[src/rtl/vram_arbiter.sv]
// vram_arbiter: shares one single-port pixel RAM between the capture writer
// and the VGA scan-out reader, both in the clk25 domain. Reads win every
// contested cycle; writes are posted into a small FIFO and drain into idle
// RAM slots.
// Optional feature macro: VRAM_STARVE_GUARD_EN (bounds consecutive read
// grants while writes are pending; undefined = reads have absolute priority).
module vram_arbiter #(
  parameter int ADDR_W       = 15,
  parameter int DATA_W       = 6,
  parameter int WFIFO_DEPTH  = 4,
  parameter int STARVE_LIMIT = 8
) (
  input  logic              clk25,
  input  logic              rst_n,
  input  logic              wr_req,
  input  logic [ADDR_W-1:0] wr_addr,
  input  logic [DATA_W-1:0] wr_data,
  output logic              wr_ready,
  input  logic              rd_req,
  input  logic [ADDR_W-1:0] rd_addr,
  output logic              rd_gnt,
  output logic [DATA_W-1:0] rd_data,
  output logic              rd_valid,
  input  logic              fifo_flush,
  output logic              ovf,
  input  logic              ovf_clr,
  output logic [7:0]        drop_cnt,
  output logic              mem_en,
  output logic              mem_we,
  output logic [ADDR_W-1:0] mem_addr,
  output logic [DATA_W-1:0] mem_wdata,
  input  logic [DATA_W-1:0] mem_rdata
);

  localparam int PTR_W = $clog2(WFIFO_DEPTH);
  localparam logic [PTR_W:0]   DEPTH_C   = (PTR_W+1)'(WFIFO_DEPTH);
  localparam logic [PTR_W:0]   CNT_ONE   = (PTR_W+1)'(1);
  localparam logic [PTR_W-1:0] PTR_ONE   = PTR_W'(1);

  typedef enum logic [1:0] {
    ST_IDLE = 2'd0,
    ST_RD   = 2'd1,
    ST_WR   = 2'd2
  } gnt_state_e;

  // Saturating 8-bit increment for the drop counter
  function automatic logic [7:0] sat_inc8(input logic [7:0] v);
    return (v == 8'hFF) ? 8'hFF : (v + 8'd1);
  endfunction

  logic [ADDR_W-1:0] fifo_addr_r [WFIFO_DEPTH];
  logic [DATA_W-1:0] fifo_data_r [WFIFO_DEPTH];
  logic [PTR_W-1:0]  wr_ptr_r;
  logic [PTR_W-1:0]  rd_ptr_r;
  logic [PTR_W:0]    count_r;

  gnt_state_e        state_r;
  logic              mem_en_r;
  logic              mem_we_r;
  logic [ADDR_W-1:0] mem_addr_r;
  logic [DATA_W-1:0] mem_wdata_r;

  logic              rd_p1_r;
  logic              rd_valid_r;
  logic [DATA_W-1:0] rd_data_r;
  logic              ovf_r;
  logic [7:0]        drop_cnt_r;

  logic              wr_ready_s;
  logic              fifo_empty_s;
  logic              force_wr_s;
  logic              grant_rd_s;
  logic              grant_wr_s;
  logic              push_s;
  logic              drop_s;

`ifdef VRAM_STARVE_GUARD_EN
  localparam int STARVE_W = $clog2(STARVE_LIMIT + 1);
  localparam logic [STARVE_W-1:0] STARVE_C   = STARVE_W'(STARVE_LIMIT);
  localparam logic [STARVE_W-1:0] STARVE_ONE = STARVE_W'(1);
  logic [STARVE_W-1:0] starve_cnt_r;
`endif

  // wr_ready depends on count only; a same-cycle pop does not raise it
  assign wr_ready_s = (count_r < DEPTH_C);
  assign wr_ready   = wr_ready_s;
  assign rd_gnt     = grant_rd_s;

  // Grant arbitration and FIFO push/drop qualification
  always_comb begin
    fifo_empty_s = (count_r == {(PTR_W+1){1'b0}});
    force_wr_s   = 1'b0;
`ifdef VRAM_STARVE_GUARD_EN
    if ((starve_cnt_r >= STARVE_C) && !fifo_empty_s && !fifo_flush) begin
      force_wr_s = 1'b1;
    end else begin
      force_wr_s = 1'b0;
    end
`endif
    grant_rd_s = rd_req && !force_wr_s;
    grant_wr_s = !grant_rd_s && !fifo_empty_s && !fifo_flush;
    push_s     = wr_req && wr_ready_s && !fifo_flush;
    drop_s     = wr_req && !wr_ready_s && !fifo_flush;
  end

`ifdef VRAM_STARVE_GUARD_EN
  // Count consecutive read grants taken while writes wait
  always_ff @(posedge clk25 or negedge rst_n) begin
    if (!rst_n) begin
      starve_cnt_r <= {STARVE_W{1'b0}};
    end else if (grant_wr_s || fifo_flush || fifo_empty_s) begin
      starve_cnt_r <= {STARVE_W{1'b0}};
    end else if (grant_rd_s && (starve_cnt_r < STARVE_C)) begin
      starve_cnt_r <= starve_cnt_r + STARVE_ONE;
    end else begin
      starve_cnt_r <= starve_cnt_r;
    end
  end
`endif

  // Posted-write FIFO storage, pointers and occupancy
  always_ff @(posedge clk25 or negedge rst_n) begin
    if (!rst_n) begin
      wr_ptr_r <= {PTR_W{1'b0}};
      rd_ptr_r <= {PTR_W{1'b0}};
      count_r  <= {(PTR_W+1){1'b0}};
      for (int i = 0; i < WFIFO_DEPTH; i++) begin
        fifo_addr_r[i] <= {ADDR_W{1'b0}};
        fifo_data_r[i] <= {DATA_W{1'b0}};
      end
    end else if (fifo_flush) begin
      wr_ptr_r <= {PTR_W{1'b0}};
      rd_ptr_r <= {PTR_W{1'b0}};
      count_r  <= {(PTR_W+1){1'b0}};
    end else begin
      if (push_s) begin
        fifo_addr_r[wr_ptr_r] <= wr_addr;
        fifo_data_r[wr_ptr_r] <= wr_data;
        wr_ptr_r              <= wr_ptr_r + PTR_ONE;
      end
      if (grant_wr_s) begin
        rd_ptr_r <= rd_ptr_r + PTR_ONE;
      end
      case ({push_s, grant_wr_s})
        2'b10:   count_r <= count_r + CNT_ONE;
        2'b01:   count_r <= count_r - CNT_ONE;
        default: count_r <= count_r;
      endcase
    end
  end

  // Grant state and registered RAM port
  always_ff @(posedge clk25 or negedge rst_n) begin
    if (!rst_n) begin
      state_r     <= ST_IDLE;
      mem_en_r    <= 1'b0;
      mem_we_r    <= 1'b0;
      mem_addr_r  <= {ADDR_W{1'b0}};
      mem_wdata_r <= {DATA_W{1'b0}};
    end else begin
      case ({grant_rd_s, grant_wr_s})
        2'b10: begin
          state_r    <= ST_RD;
          mem_en_r   <= 1'b1;
          mem_we_r   <= 1'b0;
          mem_addr_r <= rd_addr;
        end
        2'b01: begin
          state_r     <= ST_WR;
          mem_en_r    <= 1'b1;
          mem_we_r    <= 1'b1;
          mem_addr_r  <= fifo_addr_r[rd_ptr_r];
          mem_wdata_r <= fifo_data_r[rd_ptr_r];
        end
        default: begin
          state_r  <= ST_IDLE;
          mem_en_r <= 1'b0;
          mem_we_r <= 1'b0;
        end
      endcase
    end
  end

  // Read return pipeline: RAM data lands one edge after the access edge
  always_ff @(posedge clk25 or negedge rst_n) begin
    if (!rst_n) begin
      rd_p1_r    <= 1'b0;
      rd_valid_r <= 1'b0;
      rd_data_r  <= {DATA_W{1'b0}};
    end else begin
      rd_p1_r    <= (state_r == ST_RD);
      rd_valid_r <= rd_p1_r;
      if (rd_p1_r) begin
        rd_data_r <= mem_rdata;
      end else begin
        rd_data_r <= rd_data_r;
      end
    end
  end

  // Sticky overflow flag and saturating drop counter; a drop beats a clear
  always_ff @(posedge clk25 or negedge rst_n) begin
    if (!rst_n) begin
      ovf_r      <= 1'b0;
      drop_cnt_r <= 8'd0;
    end else if (drop_s) begin
      ovf_r      <= 1'b1;
      drop_cnt_r <= ovf_clr ? 8'd1 : sat_inc8(drop_cnt_r);
    end else if (ovf_clr) begin
      ovf_r      <= 1'b0;
      drop_cnt_r <= 8'd0;
    end else begin
      ovf_r      <= ovf_r;
      drop_cnt_r <= drop_cnt_r;
    end
  end

  assign mem_en    = mem_en_r;
  assign mem_we    = mem_we_r;
  assign mem_addr  = mem_addr_r;
  assign mem_wdata = mem_wdata_r;
  assign rd_valid  = rd_valid_r;
  assign rd_data   = rd_data_r;
  assign ovf       = ovf_r;
  assign drop_cnt  = drop_cnt_r;

endmodule

[config.mk]
export PLATFORM = sky130hd
export DESIGN_NAME = vram_arbiter
export DESIGN_NICKNAME = d
export VERILOG_FILES = /design/src/rtl/vram_arbiter.sv
export SDC_FILE = /design/constraint.sdc
export NUM_CORES = 1
export LEC_CHECK = 0
export CAP_MARGIN = 25
export CORE_MARGIN = 3
export CORE_UTILIZATION = 26
export DETAILED_ROUTE_END_ITERATION = 12
export MAX_ROUTING_LAYER = met4
export SYNTH_ARGS = -nofsm -noshare
export SYNTH_HDL_FRONTEND = slang
export SYNTH_SLANG_ARGS = --single-unit
[constraint.sdc]
create_clock -name clk25 -period 3.1 [get_ports clk25]
set_input_delay 0.465 -clock clk25 [delete_from_list [all_inputs] [get_ports clk25]]
set_output_delay 0.465 -clock clk25 [all_outputs]
set_load 0.02 [all_outputs]
==> impl_results.md <==
- Vias: 3,738
- Clock Skews: 0.007399 ns
- Die area: between 20,000 and 25,000 sq um
- Hold Buf Count CTS: 0
- Seq/Total Area, Yosys: 55.57%
- Post-synth top area share: 55.57%
- Final worst slack: 0.7668 ns
- Data arrival, critical path: 2.62 ns
- Number of placed instances with taps included: 773
- Initial antenna violation count: 1
- CTS Sinks: 133
- Max-cap viol count: 0
- Vias in the first global route: 4,250
- Post-synth ARST share: 100.0%
- Grt total ovfl: 0
- Share of layout cells above drive strength 1: 29.39%
- Fin crit share: around three quarters
- Layout area overhead: 29.16%
- DRT antenna net count: 0
- Main synth FF type: dfrtp_1
- Slew of the pin with the lowest slew margin: 0.8755 ns
- Initial Utilization: between 20% and 30%
- Port Buf Inserts: 88
- Synth Cell Area: 5989 sq um
- RSZ-0062 raised after global routing: no
- Non-filler cells, final: 805
- Number of synthesized flops with an enable pin: 0
- CTS tree: yes
- WL/cell: about 17 um
- Status: completed
- # rows: 54
- FILL cells: 2,122
- Netlist cell types: 43
- Area leader, netlist: dfrtp_1
- Area occupied by multi-input gates: 2436 sq um
- Die Ht: 157.8 um
- Iter 0 DRT Violations: 161
- Worst-skew pair later-pin latency: 0.41 ns
- Worst hold margin: between 0.1 and 0.15 ns
- Max Freq: 428.6 MHz
- Pre-CTS setup slack: 0.3916 ns
- Min Clock Period, post-route: 2.333 ns
- # Post-CTS Setup Buffers: 0
- Core Region: 22,230 sq um
- Post-CTS Resized: 0
- Yosys reg bits: 133
- CP Cell Sequence: nor3_1, nor3_1, buf_4, ha_1, nor2b_1, buf_4, a221o_1
- Io pins: 89
- Crit Path Max Fanout: 10
- Num CTS Buffers: 17
- Max VDD drop: 328.0 uV
- Commonest cells in the netlist: dfrtp_1, mux2_2, nand2_1
- GP Congestion: about 0.76
- CTS root buf: clkbuf_16
- Final Setup Violations: 0
- Worst Setup Start Kind: flip-flop
- CTS Buffer Depth: 2
- Final wirelength: 13,790 um
- Final Hold Viols: 0
- Yosys Warn Count: 0
- Nets: 569
- Avg Inst Size Synth: 14.36 sq um
- CP required: between 3 and 4 ns
- First-pass GRT wire length: 22,000 um
- Clock-pin slew on the worst setup and hold paths: 0.06 ns
- Static leakage: 3.248 nW
- Tot GR Track Use: 11.81%
- Final Util: 34.80%
- Largest net degree at the start of global routing: between 80 and 90
- Chip width: 157.8 um
- Setup TNS: 0 ns
- CTS HTree Levels: 4
- Slew headroom: 41.63%
- Most frequent cell after synthesis: dfrtp_1
- Slew Limit Fails: 0
- Crit path kind: reg2reg
- Synth Net Count: 474
- CP Capture Type: flip-flop
- Power density cells: 733.2 nW/um^2
- Cells after Synth: ~420
- Crit-path max cell delay: 0.51 ns
- Detailed-route DRC error count: 0
- Vias per cell: 4.643
- Area contributors post-synth: dfrtp_1, mux2_2, mux4_2
- Critical path's slowest cell: ha_1
- Register area: 3328 sq um
- TritonRoute pass-1 iters: 4
- Hold WC Path Type: in2async
- Post-DP HPWL: 9484 um
==> report_power, final <==
part	leakage [nW]	switching, mW	internal (mW)	total, mW
Sequential	1.67	0.263	2.23	2.49
Combinational	1.31	0.499	0.788	1.29
Clock	0.263	0.767	1.13	1.90
Total	3.25	1.53	4.14	5.67
==> worst paths after layout <==
| check | start | to | slack (ns) | depth (start not counted) |
|---|---|---|---|---|
| worst max-delay path | count_r[0]$_DFFE_PN0P_ | mem_addr[2]$_DFFE_PN0P_ | 0.77 | 7 |
| worst min-delay path | rst_n | fifo_addr_r[37]$_DFFE_PN0P_ | 0.10 | 1 |
| worst max register to register | count_r[0]$_DFFE_PN0P_ | mem_addr[2]$_DFFE_PN0P_ | 0.77 | 7 |
| worst min register to register | state_r[1]$_DFF_PN0_ | rd_p1_r$_DFF_PN0_ | 0.39 | 1 |
| max in group asynchronous | rst_n | drop_cnt[7]$_DFFE_PN0P_ | 2.25 | 2 |
| min in group clk25 | state_r[1]$_DFF_PN0_ | rd_p1_r$_DFF_PN0_ | 0.39 | 1 |
==> critical path: cells and delay by family (launching register included) <==
family	cells	cell delay (ns)
simple gates	3	0.58
fa+ha+maj	1	0.51
flops	1	0.48
buf+inv	2	0.35
compound gates	1	0.30
==> kinds of logic (layout without fill, tap and decap cells) <==
logic type / Yosys count / count (layout) / share of synthesized area (%)
DFF: 133 / 133 / 55.57
muxes: 118 / 118 / 26.68
and+or+nand+nor: 80 / 80 / 7.082
AOI/OAI and AO/OA: 37 / 37 / 4.470
buffers and inverters: 37 / 144 / 3.760
adders and majority gates: 9 / 9 / 2.006
xor gates and xnor gates: 3 / 3 / 0.4388
other: 0 / 1 / 0
==> per-stage QoR <==
stage	total power [mW]	cell area [sq um]
after detailed placement	3.844	7167
after global placement	3.739	7167
final	5.672	7736
after CTS	5.767	7734
after floorplan	3.304	5989
after global routing	5.989	7736
==> flip-flops by register name, summed over array words and instances (netlist names) <==
register and cells:
rd_valid 1, count_r 3, fifo_addr_r 60, mem_wdata 6, ovf 1, rd_p1_r 1, wr_ptr_r 2, mem_en 1
mem_addr 15, rd_data 6, mem_we 1, rd_ptr_r 2, state_r 2, drop_cnt 8, fifo_data_r 24
==> per-layer routing <==
| metal | track usage (%) | vias to the layer above | part of all wire (%) |
|---|---|---|---|
| met2 | 20.17 | 79 | 52 |
| li1 | - | 1711 | - |
| met3 | 3.417 | 13 | 4.6 |
| met5 | - | - | 0 |
| met1 | 13.72 | 1935 | 43 |
| met4 | 2.975 | 0 | 1.0 |
==> cells in the final DEF, fill, tap and decap left out, types with 5 or more instances in the layout <==
cell type	count
dfrtp_1	133
mux2_2	92
clkdlybuf4s50_1	87
nand2_1	20
clkbuf_16	17
buf_4	16
nor3_1	12
nor2_1	12
mux4_2	12
a22oi_1	9
nor3b_1	9
mux4_1	9
inv_1	8
ha_1	8
a221o_1	7
a21oi_1	5
o21ai_0	5
a31oi_1	5
and2_1	5
clkinvlp_4	5
==> cell type report <==
cell class,count,area share (%)
sequential,133,43.02
multi-input combinational,247,31.49
timing repair buffer,105,13.21
clock buffer,18,5.677
tap,280,4.529
clock inverter,13,1.650
inverter,8,0.3882
antenna,1,0.03235
Note: power is estimated with default switching activity, not from simulation.
